==> config.mk <==
export PLATFORM = sky130hd
export DESIGN_NAME = conv_frame_sequencer
export DESIGN_NICKNAME = d
export VERILOG_FILES = /design/src/rtl/conv_frame_sequencer_pkg.sv /design/src/rtl/conv_seq_addr_gen.sv /design/src/rtl/conv_frame_sequencer.sv
export SDC_FILE = /design/constraint.sdc
export NUM_CORES = 1
export LEC_CHECK = 0
export CAP_MARGIN = 20
export CELL_PAD_IN_SITES_DETAIL_PLACEMENT = 1
export CELL_PAD_IN_SITES_GLOBAL_PLACEMENT = 1
export CORE_ASPECT_RATIO = 1.5
export CORE_UTILIZATION = 40
export CTS_CLUSTER_SIZE = 24
export DETAILED_ROUTE_END_ITERATION = 6
export DONT_BUFFER_PORTS = 1
export PLACE_DENSITY_LB_ADDON = 0.1
export RECOVER_POWER = 25
export SYNTH_ARGS = -nofsm -noshare
export SYNTH_HDL_FRONTEND = slang
export SYNTH_SLANG_ARGS = --single-unit
==> constraint.sdc <==
create_clock -name clk -period 4.3 [get_ports clk]
set_input_delay 0.86 -clock clk [delete_from_list [all_inputs] [get_ports clk]]
set_output_delay 0.86 -clock clk [all_outputs]
set_load 0.01 [all_outputs]
==> src/rtl/conv_frame_sequencer_pkg.sv <==
// Shared definitions for the convolution frame sequencer: FSM state
// encoding, default geometry and the frame-configuration limit check.
package conv_frame_sequencer_pkg;

    typedef enum logic [1:0] {
        ST_IDLE   = 2'd0,
        ST_STREAM = 2'd1,
        ST_DRAIN  = 2'd2,
        ST_DONE   = 2'd3
    } seq_state_t;

    localparam int unsigned DEF_DATA_WIDTH         = 8;
    localparam int unsigned DEF_BUFFER_LENGTH      = 2000;
    localparam int unsigned DEF_KERNEL_ROW_SIZE    = 3;
    localparam int unsigned DEF_KERNEL_COLUMN_SIZE = 3;
    localparam int unsigned DEF_ADDR_WIDTH         = 22;
    localparam int unsigned DEF_DRAIN_CYCLES       = 3;

    // A frame must hold at least one full kernel window and must fit in the
    // line buffer horizontally; there is no upper bound on row count.
    function automatic logic cfg_in_limits(
        input int unsigned col_size,
        input int unsigned row_size,
        input int unsigned buffer_length,
        input int unsigned kernel_rows,
        input int unsigned kernel_cols
    );
        return (col_size >= kernel_cols) &&
               (col_size <= buffer_length) &&
               (row_size >= kernel_rows);
    endfunction

endpackage

==> src/rtl/conv_seq_addr_gen.sv <==
// Frame-memory read address generator: walks the pixel index in row-major
// order from the latched base address, gated by stall and the FSM run
// enable, and flags the final read of the frame.
module conv_seq_addr_gen
    import conv_frame_sequencer_pkg::*;
#(
    parameter int unsigned ADDR_WIDTH = DEF_ADDR_WIDTH,
    parameter int unsigned DIM_WIDTH  = 11,
    parameter int unsigned CNT_WIDTH  = 2 * DIM_WIDTH
) (
    input  logic                  clk,
    input  logic                  rst_n,
    input  logic                  load,
    input  logic                  run,
    input  logic                  stall,
    input  logic [DIM_WIDTH-1:0]  cfg_col_size,
    input  logic [DIM_WIDTH-1:0]  cfg_row_size,
    input  logic [ADDR_WIDTH-1:0] cfg_base_addr,
    output logic                  rd_en,
    output logic [ADDR_WIDTH-1:0] rd_addr,
    output logic                  last
);

    localparam logic [CNT_WIDTH-1:0] CNT_ONE = CNT_WIDTH'(1);

    logic [CNT_WIDTH-1:0]  idx;
    logic [CNT_WIDTH-1:0]  total;
    logic [CNT_WIDTH-1:0]  frame_pixels;
    logic [ADDR_WIDTH-1:0] base;
    logic                  remaining;

    // Both factors widened first so the pixel count never wraps.
    assign frame_pixels = CNT_WIDTH'(cfg_col_size) * CNT_WIDTH'(cfg_row_size);

    // Latch frame geometry on an accepted start, then advance per issued read.
    always_ff @(posedge clk or negedge rst_n) begin
        if (!rst_n) begin
            idx   <= '0;
            total <= '0;
            base  <= '0;
        end else if (load) begin
            idx   <= '0;
            total <= frame_pixels;
            base  <= cfg_base_addr;
        end else if (rd_en) begin
            idx   <= idx + CNT_ONE;
        end
    end

    // Read strobe, address and last-pixel flag for the current cycle.
    always_comb begin
        remaining = (idx < total);
        rd_en     = run && !stall && remaining;
        rd_addr   = rd_en ? (base + ADDR_WIDTH'(idx)) : '0;
        last      = rd_en && (idx == (total - CNT_ONE));
    end

endmodule

==> src/rtl/conv_frame_sequencer.sv <==
// Convolution frame sequencer: validates and latches a frame configuration,
// streams the frame from memory into the line buffer, drains the window
// pipeline and reports completion, abort and window counts.
module conv_frame_sequencer
    import conv_frame_sequencer_pkg::*;
#(
    parameter int unsigned DATA_WIDTH         = DEF_DATA_WIDTH,
    parameter int unsigned BUFFER_LENGTH      = DEF_BUFFER_LENGTH,
    parameter int unsigned KERNEL_ROW_SIZE    = DEF_KERNEL_ROW_SIZE,
    parameter int unsigned KERNEL_COLUMN_SIZE = DEF_KERNEL_COLUMN_SIZE,
    parameter int unsigned ADDR_WIDTH         = DEF_ADDR_WIDTH,
    parameter int unsigned DRAIN_CYCLES       = DEF_DRAIN_CYCLES
) (
    input  logic                               clk,
    input  logic                               rst_n,
    input  logic                               start,
    input  logic                               abort,
    input  logic [$clog2(BUFFER_LENGTH)-1:0]   cfg_col_size,
    input  logic [$clog2(BUFFER_LENGTH)-1:0]   cfg_row_size,
    input  logic [ADDR_WIDTH-1:0]              cfg_base_addr,
    input  logic                               stall,
    output logic                               mem_rd_en,
    output logic [ADDR_WIDTH-1:0]              mem_rd_addr,
    input  logic [DATA_WIDTH-1:0]              mem_rd_data,
    output logic [DATA_WIDTH-1:0]              buf_point,
    output logic                               buf_valid_in,
    output logic [$clog2(BUFFER_LENGTH)-1:0]   buf_col_size,
    output logic [$clog2(BUFFER_LENGTH)-1:0]   buf_row_size,
    input  logic                               buf_valid_out,
    output logic                               busy,
    output logic                               done,
    output logic                               err_cfg,
    output logic [2*$clog2(BUFFER_LENGTH)-1:0] win_count
);

    localparam int unsigned CW         = $clog2(BUFFER_LENGTH);
    localparam int unsigned WW         = 2 * CW;
    localparam int unsigned DRAIN_LAST = (DRAIN_CYCLES > 1) ? DRAIN_CYCLES - 1 : 0;
    localparam int unsigned DRAIN_W    = (DRAIN_CYCLES > 1) ? $clog2(DRAIN_CYCLES) : 1;

    seq_state_t         state;
    logic [DRAIN_W-1:0] drain_cnt;
    logic               cfg_ok;
    logic               accept;
    logic               run;
    logic               last_rd;

    assign cfg_ok = cfg_in_limits(32'(cfg_col_size), 32'(cfg_row_size),
                                  BUFFER_LENGTH, KERNEL_ROW_SIZE, KERNEL_COLUMN_SIZE);
    assign accept = (state == ST_IDLE) && start && !abort && cfg_ok;
    // Abort kills the read strobe combinationally, in the same cycle.
    assign run    = (state == ST_STREAM) && !abort;

    conv_seq_addr_gen #(
        .ADDR_WIDTH (ADDR_WIDTH),
        .DIM_WIDTH  (CW),
        .CNT_WIDTH  (WW)
    ) u_addr_gen (
        .clk           (clk),
        .rst_n         (rst_n),
        .load          (accept),
        .run           (run),
        .stall         (stall),
        .cfg_col_size  (cfg_col_size),
        .cfg_row_size  (cfg_row_size),
        .cfg_base_addr (cfg_base_addr),
        .rd_en         (mem_rd_en),
        .rd_addr       (mem_rd_addr),
        .last          (last_rd)
    );

    // Frame control FSM with registered busy/done/err_cfg and latched geometry.
    always_ff @(posedge clk or negedge rst_n) begin
        if (!rst_n) begin
            state        <= ST_IDLE;
            busy         <= 1'b0;
            done         <= 1'b0;
            err_cfg      <= 1'b0;
            buf_col_size <= '0;
            buf_row_size <= '0;
            drain_cnt    <= '0;
        end else begin
            done    <= 1'b0;
            err_cfg <= 1'b0;
            if (abort) begin
                state <= ST_IDLE;
                busy  <= 1'b0;
            end else begin
                case (state)
                    ST_IDLE: begin
                        if (start) begin
                            if (cfg_ok) begin
                                state        <= ST_STREAM;
                                busy         <= 1'b1;
                                buf_col_size <= cfg_col_size;
                                buf_row_size <= cfg_row_size;
                            end else begin
                                err_cfg <= 1'b1;
                            end
                        end
                    end
                    ST_STREAM: begin
                        if (last_rd) begin
                            state     <= ST_DRAIN;
                            drain_cnt <= '0;
                        end
                    end
                    ST_DRAIN: begin
                        // First DRAIN cycle carries the final buf_valid_in.
                        if (drain_cnt == DRAIN_W'(DRAIN_LAST)) begin
                            state <= ST_DONE;
                            busy  <= 1'b0;
                            done  <= 1'b1;
                        end else begin
                            drain_cnt <= drain_cnt + DRAIN_W'(1);
                        end
                    end
                    ST_DONE: begin
                        state <= ST_IDLE;
                    end
                    default: begin
                        state <= ST_IDLE;
                        busy  <= 1'b0;
                    end
                endcase
            end
        end
    end

    // One-cycle read latency: pixel valid follows the read strobe.
    always_ff @(posedge clk or negedge rst_n) begin
        if (!rst_n) begin
            buf_valid_in <= 1'b0;
        end else begin
            buf_valid_in <= mem_rd_en;
        end
    end

    assign buf_point = buf_valid_in ? mem_rd_data : '0;

    // Saturating count of windows seen from accepted start through DONE.
    always_ff @(posedge clk or negedge rst_n) begin
        if (!rst_n) begin
            win_count <= '0;
        end else if (accept) begin
            win_count <= '0;
        end else if (buf_valid_out && (state != ST_IDLE) && (win_count != '1)) begin
            win_count <= win_count + WW'(1);
        end
    end

endmodule

==> results of run 1 <==
power by group through the flow:
stage	Combinational (mW)	Sequential [mW]	Clock, mW
after floorplan	3.62	1.75	0
after global placement	4.67	1.91	0
after detailed placement	4.81	1.92	0
after CTS	4.90	1.90	1.51
after global routing	5.63	1.96	1.55
final	4.99	1.89	1.48
final cells by class:
type                       count  share of cell area
clock buffer                  18              0.0323
clock inverter                14              0.0125
inverter                     143              0.0405
multi-input combinational   1058               0.627
sequential                   118               0.223
tap                          390              0.0368
timing repair buffer          48              0.0281
sequential cells by signal, summed over array words and instances (netlist names):
register,flops
win_count,22
buf_row_size,11
err_cfg,1
u_addr_gen.idx,22
u_addr_gen.base,22
buf_valid_in,1
u_addr_gen.total,22
buf_col_size,11
busy,1
drain_cnt,2
state,2
done,1
stage by stage:
step / util / std cells
after CTS: 0.459 / 1784
after global routing: 0.464 / 1789
final: 0.464 / 1789
after global placement: 0.437 / 1751
after floorplan: - / 1376
after detailed placement: 0.437 / 1751
cells by family (layout without fill, tap and decap cells):
kind of cell             after synthesis  in the layout  synth area share
XOR/XNOR                              90             90            0.0678
adder cells (fa/ha/maj)              191            191             0.258
AO/OA/AOI/OAI                        180            180             0.101
multiplexers                           9              9           0.00796
flip-flops                           118            118             0.254
AND/OR/NAND/NOR                      588            588             0.246
buffers and inverters                200            223            0.0659
Yosys cell counts (all sizes together), types with 9 or more instances:
cell    number
fa          81
a21o        16
nor2        94
inv        143
nor2b       10
nand2      259
o21ai       48
ha         110
a21oi       41
nand4       14
nor4        15
nor3        20
and3        18
nand3       32
xor2        35
xnor2       55
dfrtp      118
clkbuf      50
a211oi      10
a31oi        9
and2        78
critical path, stage by stage:
cell      delay, ns
nand2_1        0.07
fa_1           0.52
fa_2           0.54
inv_1          0.04
ha_1           0.30
fa_1           0.53
inv_1          0.05
fa_1           0.53
inv_1          0.06
ha_4           0.17
buf_4          0.13
nor4_4         0.26
a211oi_2       0.13
o21a_1         0.21
o21a_1         0.19
o21ai_2        0.14
mux2i_1        0.19
o311ai_1       0.11
how the worst max path moves through the flow:
stage          slack (ns)              endpoint
3_5_place_dp        -0.97  u_addr_gen.total[20]
4_1_cts             -0.46  u_addr_gen.total[15]
2_1_floorplan       -0.82  u_addr_gen.total[20]
6_report            -0.45  u_addr_gen.total[15]
3_3_place_gp        -0.88  u_addr_gen.total[20]
5_1_grt             -0.68  u_addr_gen.total[15]
routing by layer:
| layer | GRT usage | part of all wire | vias to the layer above |
|---|---|---|---|
| met4 | 0.0881 | 0.025 | 0 |
| met1 | 0.233 | 0.39 | 4774 |
| met5 | 0 | 0 | - |
| met2 | 0.451 | 0.56 | 150 |
| met3 | 0.0345 | 0.027 | 41 |
| li1 | - | - | 4576 |
timing repair:
item | CTS | global route
gates resized for setup | 4 | 30
pin swaps | 1 | 31
setup buffers | 2 | 5
endpoints found under the setup margin | 11 | 20
==> results.sh, run 1 <==
export IMPL_status="finished, violations left"
export IMPL_violations="setup timing"
export IMPL_fin_crit_ns=4.75
export IMPL_drtIter0Drc=244
export IMPL_rsz0062_at_grt="yes"
export IMPL_cp_max_fo=13
export IMPL_drcViolationCount=0
export IMPL_port_buffers=0
export IMPL_crit_arrival_ns=5.03
export IMPL_max_cap_violations=0
export IMPL_register_area_mm2=0.00295
export IMPL_area_delta_synth_final_pct=14.1
export IMPL_yosys_warnings=0
export IMPL_relSlewSlack=0.342
export IMPL_cts_max_level=4
export IMPL_syn_area_per_cell_um2=8.45
export IMPL_insertion_delay_ns=0.45
export IMPL_rrSetupSlack_ns=0.84
export IMPL_via_count=9541
export IMPL_synth_area_mm2=0.0116
export IMPL_final_cell_mix="248 x nand2_1, 133 x inv_1, 118 x dfrtp_1"
export IMPL_internal_power_mw=4.69
export IMPL_hold_class="in -> async"
export IMPL_cts_root_buf="clkbuf_16"
export IMPL_finalInstanceArea_mm2=0.0133
export IMPL_synth_nets=1625
export IMPL_n_antenna_cell=0
export IMPL_coreArea_mm2=0.0286
export IMPL_max_freq_ghz=0.211
export IMPL_firstDrtPassIters=4
export IMPL_hold_viol=0
export IMPL_p_total_mw=8.36
export IMPL_tightest_slew_ns=0.987
export IMPL_grt_total_usage=0.227
export IMPL_power_frac_clock=0.177
export IMPL_ant_nets=0
export IMPL_place_area_mm2=0.0125
export IMPL_setup_slack_ns=-0.445
export IMPL_crit_start="cfg_row_size[4]"
export IMPL_skew_ns=0.0120
export IMPL_path_class="in -> reg"
export IMPL_drive_above_1_share=0.117
export IMPL_worstReg2RegStart="u_addr_gen.total[9]"
export IMPL_yosysSeqAreaShare=0.254
export IMPL_drt_wl_total_um=32200
export IMPL_startpoint_type="input pin"
export IMPL_synth_cell_types=71
export IMPL_grt_pass1_wl_um=52700
export IMPL_power_density_mw_per_mm2=630
export IMPL_rows=76
export IMPL_cts_sinks=118
export IMPL_antenna_found_initial=0
export IMPL_async_reset_ff_frac=1.00
export IMPL_path_clk_slew_ns=0.06
export IMPL_switching_power_mw=3.67
export IMPL_multiInputGateArea_mm2=0.00832
export IMPL_whs_ns=0.111
export IMPL_synth_area_leaders="dfrtp_1 25%, fa_1 14%, ha_1 12%, nand2_1 8.3%, inv_1 4.6%"
export IMPL_comb_power_share=0.597
export IMPL_hpwl_um=24400
export IMPL_worstSetupEndpointType="flop"
export IMPL_n_fill_cell=3345
export IMPL_grt_max_degree=119
export IMPL_die_width_um=141
export IMPL_layout_cells_most_common="nand2_1"
export IMPL_wl_per_cell_um=18.0
export IMPL_yosysTopAreaCell="dfrtp_1"
export IMPL_worstRegToRegCells=9
export IMPL_fin_crit_sh=1.10
export IMPL_vdd_ir_drop_worst_mv=0.300
export IMPL_leakage_nw=6.42
export IMPL_die_area_mm2=0.0298
export IMPL_numCtsBuffers=17
export IMPL_crit_required_ns=4.59
export IMPL_ctsHoldBuffers=0
export IMPL_r2r_end="drain_cnt[1]"
export IMPL_syn_inst=1376
export IMPL_synth_enable_flop_cells=0
export IMPL_pre_cts_ws_ns=-0.969
export IMPL_num_io_pins=137
export IMPL_die_height_um=211
export IMPL_synth_seq_cells=118
export IMPL_final_setup_tns_ns=-3.66
export IMPL_finalNetCount=1635
export IMPL_clock_path_buffers=2
export IMPL_ys_flop_type="dfrtp_1"
export IMPL_grt_ovfl_total=0
export IMPL_final_max_slew_viol_count=0
export IMPL_tritoncts="yes"
export IMPL_grt_pass1_vias=10500
export IMPL_start_util=0.406
export IMPL_switching_share=0.439
export IMPL_setup_violations=10
export IMPL_routed_via_density=5.33
export IMPL_routabilityCongestion=0.862
export IMPL_yosysTopAreaCellShare=0.254
export IMPL_seq_power_share=0.227
No activity file was read; power rests on OpenSTA's default activity.
==> run 2: changes to the inputs <==
- ABC_AREA: default -> 1
- CTS_BUF_LIST: default -> sky130_fd_sc_hd__clkbuf_2
- REMOVE_ABC_BUFFERS: default -> 1
==> results.sh, run 2 <==
export IMPL_status="finished, violations left"
export IMPL_violations="capacitance limit, slew limit"
export IMPL_synth_common_cells="463 x nand2_1, 316 x inv_1, 118 x dfrtp_1, 110 x ha_1, 110 x nor2_1"
export IMPL_drive_above_1_share=0.106
export IMPL_antenna_found_initial=1
export IMPL_grt_use_met3=0.0325
export IMPL_tritoncts="yes"
export IMPL_start_util=0.407
export IMPL_power_frac_clock=0.101
export IMPL_syn_area_per_cell_um2=7.21
export IMPL_finalNetCount=1998
export IMPL_internal_power_mw=4.07
export IMPL_leakage_nw=7.23
export IMPL_comb_power_share=0.668
export IMPL_async_reset_ff_frac=1.00
export IMPL_area_delta_synth_final_pct=10.8
export IMPL_finish_utilization=0.451
export IMPL_firstDrtPassIters=4
export IMPL_hold_viol=0
export IMPL_dp_cells=2120
export IMPL_top_usage_layer="met2"
export IMPL_grt_use_met1=0.249
export IMPL_coreArea_mm2=0.0303
export IMPL_hpwl_um=30100
export IMPL_max_freq_ghz=0.238
export IMPL_via_count=11200
export IMPL_skew_ns=0.0362
export IMPL_n_fill_cell=3901
export IMPL_switching_share=0.487
export IMPL_yosysSeqAreaShare=0.240
export IMPL_synth_most_common_cell="nand2_1"
export IMPL_fin_crit_ns=4.21
export IMPL_grt_total_usage=0.246
export IMPL_grt_pass1_vias=12300
export IMPL_hold_class="in -> reg"
export IMPL_yosysTopAreaCell="dfrtp_1"
export IMPL_synth_area_mm2=0.0123
export IMPL_wl_per_cell_um=17.4
export IMPL_hp_start="cfg_row_size[7]"
export IMPL_tightest_slew_ns=3.04
export IMPL_critPathMaxStageDelay_ns=0.55
export IMPL_cts_max_level=4
export IMPL_crit_start="cfg_col_size[5]"
export IMPL_routabilityCongestion=0.845
export IMPL_synth_cell_types=46
export IMPL_max_cap_violations=1
export IMPL_cts_root_buf="clkbuf_2"
export IMPL_worstReg2RegStart="u_addr_gen.total[0]"
export IMPL_syn_inst=1708
export IMPL_switching_power_mw=3.86
export IMPL_setup_violations=0
export IMPL_drt_wl_total_um=37500
export IMPL_grt_use_met2=0.488
export IMPL_synth_seq_cells=118
export IMPL_yosysTopAreaCellShare=0.240
export IMPL_crit_top_cell="fa_1"
export IMPL_numCtsBuffers=17
export IMPL_grt_ovfl_total=0
export IMPL_final_max_slew_viol_count=119
export IMPL_p_total_mw=7.93
export IMPL_path_cells="nand2_1 -> fa_1 -> inv_1 -> fa_1 -> inv_1 -> fa_1 -> fa_1 -> fa_1 -> inv_1 -> ha_2 -> nand2_1 -> nor2_4 -> inv_2 -> o21ai_4 -> buf_4 -> buf_4 -> xor2_1 -> nand2_1 -> o21ai_0"
export IMPL_ys_flop_type="dfrtp_1"
export IMPL_die_width_um=145
export IMPL_power_density_mw_per_mm2=581
export IMPL_insertion_delay_ns=0.82
export IMPL_num_io_pins=137
export IMPL_routed_via_density=5.16
export IMPL_cts_sinks=118
export IMPL_rows=78
export IMPL_crit_slowest_cell="fa_1"
export IMPL_relSlewSlack=-1.02
export IMPL_layout_cells_most_common="nand2_1"
export IMPL_cp_max_fo=12
export IMPL_startpoint_type="input pin"
export IMPL_fin_crit_sh=0.979
export IMPL_die_height_um=217
export IMPL_path_class="in -> reg"
export IMPL_synth_enable_flop_cells=0
export IMPL_pre_cts_ws_ns=-1.07
export IMPL_crit_arrival_ns=4.94
export IMPL_worstSetupEndpointType="flop"
export IMPL_clock_path_buffers=2
export IMPL_grt_max_degree=119
export IMPL_path_clk_slew_ns=0.23
export IMPL_ant_nets=0
export IMPL_drtIter0Drc=368
export IMPL_crit_required_ns=5.03
export IMPL_port_buffers=0
export IMPL_grt_pass1_wl_um=61200
export IMPL_seq_power_share=0.231
export IMPL_synth_area_leaders="dfrtp_1 24%, nand2_1 14%, fa_1 13%, ha_1 11%, inv_1 9.6%"
export IMPL_yosys_warnings=0
export IMPL_vdd_ir_drop_worst_mv=0.287
export IMPL_final_cell_mix="460 x nand2_1, 315 x inv_1, 107 x dfrtp_1"
export IMPL_fin_cells=2163
export IMPL_die_area_mm2=0.0315
export IMPL_drcViolationCount=0
export IMPL_setup_slack_ns=0.0924
run 2: cell types whose count changed after synthesis, sizes merged, moves of 13 or more:
cell    before  now
nor3        20   34
nand2      259  474
and3        18    0
and2        78    3
inv        143  319
clkbuf      50   36
a21oi       41   70
xnor2       55   19
nand4       14   27
nor2        94  121
nand3       32   90
o21ai       48   91
run 2: final timing paths:
kind	endpoint	slack [ns]	cells after the start
hold reg to reg	u_addr_gen.base[0]	0.51	2
min in group asynchronous	u_addr_gen.idx[12]	1.66	2
setup reg to reg	state[0]	1.64	15
max in group asynchronous	u_addr_gen.total[15]	0.68	2
hold / removal	buf_row_size[7]	0.13	2
setup / recovery	u_addr_gen.total[12]	0.09	19
run 2: cells by family after synthesis:
| kind of cell | count (synthesis) | synth area share |
|---|---|---|
| AOI/OAI and AO/OA | 204 | 0.0912 |
| and+or+nand+nor | 769 | 0.270 |
| buffers and inverters | 367 | 0.114 |
| adders and majority gates | 191 | 0.243 |
| DFF | 118 | 0.240 |
| xor gates and xnor gates | 59 | 0.0419 |
run 2: routing by layer:
metal	part of all wire	up-vias	routed length [µm]
met5	0	-	0
met4	0.037	0	1390
met3	0.027	64	997
met2	0.55	195	20800
met1	0.38	5454	14300
li1	-	5455	-
run 2: timing repair:
item / in CTS / in global routing
pin swaps: 1 / 17
buffers inserted: 0 / 7
cloned: 0 / 0
gates resized for setup: 4 / 61
endpoints found under the setup margin: 10 / 18
hold endpoints to repair: 119 / 0
hold buffers: 3 / 0
run 2: worst max-delay path: cells and delay by family:
kind	cells	cell delay (ns)
AOI/OAI and AO/OA	2	0.26
xor gates and xnor gates	1	0.13
adders and majority gates	6	2.89
buffers and inverters	6	0.43
and+or+nand+nor	4	0.36
run 2: power by group through the flow:
stage / registers [mW] / clock network (mW) / logic [mW]
CTS: 1.84 / 0.847 / 4.92
finish: 1.83 / 0.804 / 5.30
global placement: 1.86 / 0 / 4.66
detailed placement: 1.86 / 0 / 4.81
floorplan: 1.75 / 0 / 3.14
global route: 1.88 / 0.879 / 6.00
run 2: final cells by class:
cell class                 count  area (µm²)  area share
antenna                        1        2.50    0.000183
sequential                   118        2970       0.217
tap                          400         500      0.0367
multi-input combinational   1223        8190       0.599
clock inverter                15         173      0.0126
clock buffer                  17        85.1     0.00623
inverter                     320        1210      0.0886
timing repair buffer          69         533      0.0390
run 2: metrics by stage:
step | TNS [ns] | area, µm² | hold WS [ns]
after CTS | 0 | 13400 | 0.00952
after floorplan | -7.57 | 12100 | 0.445
after detailed placement | -12.42 | 13100 | 0.473
final | 0 | 13700 | 0.126
after global placement | -10.59 | 13100 | 0.460
after global routing | -0.0652 | 13700 | 0.0498
==> run 3: changes to the inputs <==
- CTS_BUF_LIST: sky130_fd_sc_hd__clkbuf_2 -> default
- SYNTH_HIERARCHICAL: default -> 1
==> results.sh, run 3 <==
export IMPL_status="finished, violations left"
export IMPL_violations="setup timing"
export IMPL_max_freq_ghz=0.227
export IMPL_finalNetCount=2064
export IMPL_final_max_slew_viol_count=0
export IMPL_setup_violations=9
export IMPL_num_io_pins=137
export IMPL_antenna_found_initial=0
export IMPL_yosysTopAreaCellShare=0.234
export IMPL_tightest_slew_ns=1.05
export IMPL_multiInputGateArea_mm2=0.00879
export IMPL_insertion_delay_ns=0.45
export IMPL_dp_cells=2196
export IMPL_power_frac_clock=0.155
export IMPL_synth_area_mm2=0.0126
export IMPL_routabilityCongestion=0.855
export IMPL_rrSetupSlack_ns=1.09
export IMPL_final_cell_mix="545 x nand2_1, 274 x inv_1, 144 x nor2_1"
export IMPL_crit_arrival_ns=4.75
export IMPL_max_cap_violations=0
export IMPL_yosysTopAreaCell="dfrtp_1"
export IMPL_internal_power_mw=5.29
export IMPL_hold_viol=0
export IMPL_port_buffers=0
export IMPL_leakage_nw=7.72
export IMPL_hpwl_um=30300
export IMPL_crit_path_end="u_addr_gen/total[20]"
export IMPL_worstReg2RegStart="u_addr_gen/idx[21]"
export IMPL_cp_max_fo=14
export IMPL_wl_per_cell_um=17.9
export IMPL_fin_cells=2233
export IMPL_die_area_mm2=0.0323
export IMPL_ys_flop_type="dfrtp_1"
export IMPL_path_class="in -> reg"
export IMPL_cts_sinks=118
export IMPL_finish_utilization=0.464
export IMPL_synth_cell_types=53
export IMPL_routed_via_density=5.19
export IMPL_crit_start="cfg_col_size[1]"
export IMPL_skew_ns=0.00877
export IMPL_synth_area_leaders="dfrtp_1 23%, nand2_1 17%, fa_1 13%, ha_1 11%, inv_1 8.8%"
export IMPL_synth_seq_cells=118
export IMPL_register_area_mm2=0.00295
export IMPL_startpoint_type="input pin"
export IMPL_seq_power_share=0.188
export IMPL_vdd_ir_drop_worst_mv=0.383
export IMPL_path_clk_slew_ns=0.06
export IMPL_rows=79
export IMPL_fin_crit_ns=4.41
export IMPL_firstDrtPassIters=4
export IMPL_ant_nets=0
export IMPL_whs_ns=0.103
export IMPL_worstRegToRegCells=17
export IMPL_crit_required_ns=4.64
export IMPL_grt_max_degree=119
export IMPL_yosysSeqAreaShare=0.234
export IMPL_n_antenna_cell=0
export IMPL_grt_pass1_wl_um=63800
export IMPL_grt_ovfl_total=0
export IMPL_relSlewSlack=0.293
export IMPL_setup_slack_ns=-0.110
export IMPL_n_fill_cell=3979
export IMPL_switching_share=0.469
export IMPL_drt_wl_total_um=39900
export IMPL_r2r_end="state[1]"
export IMPL_syn_area_per_cell_um2=7.05
export IMPL_tritoncts="yes"
export IMPL_drtIter0Drc=336
export IMPL_area_delta_synth_final_pct=13.9
export IMPL_cts_root_buf="clkbuf_16"
export IMPL_die_width_um=147
export IMPL_cts_max_level=4
export IMPL_layout_cells_most_common="nand2_1"
export IMPL_synth_enable_flop_cells=0
export IMPL_switching_power_mw=4.68
export IMPL_drcViolationCount=0
export IMPL_grt_total_usage=0.253
export IMPL_p_total_mw=9.97
export IMPL_syn_inst=1794
export IMPL_synth_most_common_cell="nand2_1"
export IMPL_hold_class="in -> async"
export IMPL_die_height_um=220
export IMPL_coreArea_mm2=0.0310
export IMPL_numCtsBuffers=17
export IMPL_power_density_mw_per_mm2=693
export IMPL_rsz0062_at_grt="yes"
export IMPL_grt_pass1_vias=12700
export IMPL_async_reset_ff_frac=1.00
export IMPL_yosys_warnings=6
export IMPL_drive_above_1_share=0.119
export IMPL_clock_path_buffers=2
export IMPL_via_count=11600
export IMPL_comb_power_share=0.657
export IMPL_worstSetupEndpointType="flop"
export IMPL_start_util=0.407
export IMPL_synth_common_cells="562 x nand2_1, 295 x inv_1, 153 x nor2_1, 118 x dfrtp_1, 110 x ha_1"
export IMPL_fin_crit_sh=1.03
run 3: cell count changes after synthesis, sizes merged, moves of 9 or more:
cell / previous run / this run
nor3: 34 / 23
o21ai: 91 / 78
nor4: 14 / 2
inv: 319 / 300
nand3: 90 / 109
nor2: 121 / 161
nand3b: 3 / 12
nand2: 474 / 568
run 3: how the worst min path moves through the flow:
stage | depth (start not counted) | slack (ns) | end
2_1_floorplan | 2 | 0.45 | u_addr_gen/base[0]
3_3_place_gp | 2 | 0.46 | u_addr_gen/base[11]
3_5_place_dp | 2 | 0.47 | u_addr_gen/base[20]
4_1_cts | 0 | 0.08 | buf_valid_in
5_1_grt | 0 | 0.08 | u_addr_gen/base[5]
6_report | 0 | 0.10 | buf_valid_in
run 3: kinds of logic (layout without fill, tap and decap cells):
| group | Yosys count | count (layout) | share of synthesized area |
|---|---|---|---|
| AND/OR/NAND/NOR | 903 | 903 | 0.302 |
| buffers and inverters | 352 | 386 | 0.110 |
| adder cells (fa/ha/maj) | 191 | 191 | 0.237 |
| AO/OA/AOI/OAI | 172 | 172 | 0.0766 |
| flip-flops | 118 | 118 | 0.234 |
| XOR/XNOR | 58 | 58 | 0.0413 |
run 3: final cells by class:
cell class	count	share of cell area
tap	405	0.0352
inverter	300	0.0782
multi-input combinational	1324	0.610
clock buffer	17	0.0295
sequential	118	0.205
clock inverter	15	0.0133
timing repair buffer	54	0.0284
run 3: metrics by stage:
step           instance area, µm²  worst slack, ns  TNS (ns)
2_1_floorplan               12400           -0.636     -9.11
6_report                    14400           -0.110    -0.514
4_1_cts                     14200          -0.0991    -0.456
5_1_grt                     14400           -0.258     -1.88
3_3_place_gp                13300            -1.00    -10.55
3_5_place_dp                13300            -1.06    -11.55
run 3: metal layers:
layer / vias to the layer above / wire length [µm] / track usage / share of wire
li1: 5614 / - / - / -
met1: 5725 / 15300 / 0.262 / 0.38
met2: 185 / 22400 / 0.504 / 0.56
met3: 72 / 849 / 0.0304 / 0.021
met4: 0 / 1310 / 0.102 / 0.033
met5: - / 0 / 0 / 0
run 3: critical path: stages:
cell,delay [ns]
nand2_1,0.07
fa_1,0.46
fa_1,0.53
fa_1,0.52
inv_1,0.05
fa_1,0.49
inv_1,0.05
fa_1,0.50
inv_2,0.05
ha_4,0.25
a21oi_4,0.15
nor2_1,0.07
nor2_1,0.14
o21ai_2,0.13
nand2_1,0.08
inv_1,0.05
nor2_1,0.09
nand2_1,0.07
nand3_2,0.07
nand2_1,0.06
run 3: what timing repair did:
action	in CTS	in global routing
pin swaps	58	31
cloned	0	0
endpoints found under the setup margin	12	12
buffers inserted	3	2
resized for setup	75	53
hold buffers	0	0
run 3: power groups by stage:
| stage | Sequential, mW | Clock, mW | Combinational, mW |
|---|---|---|---|
| 3_5_place_dp | 1.90 | 0 | 5.22 |
| 5_1_grt | 1.93 | 1.62 | 7.27 |
| 4_1_cts | 1.89 | 1.59 | 6.03 |
| 6_report | 1.88 | 1.54 | 6.55 |
| 2_1_floorplan | 1.78 | 0 | 3.32 |
| 3_3_place_gp | 1.89 | 0 | 5.04 |
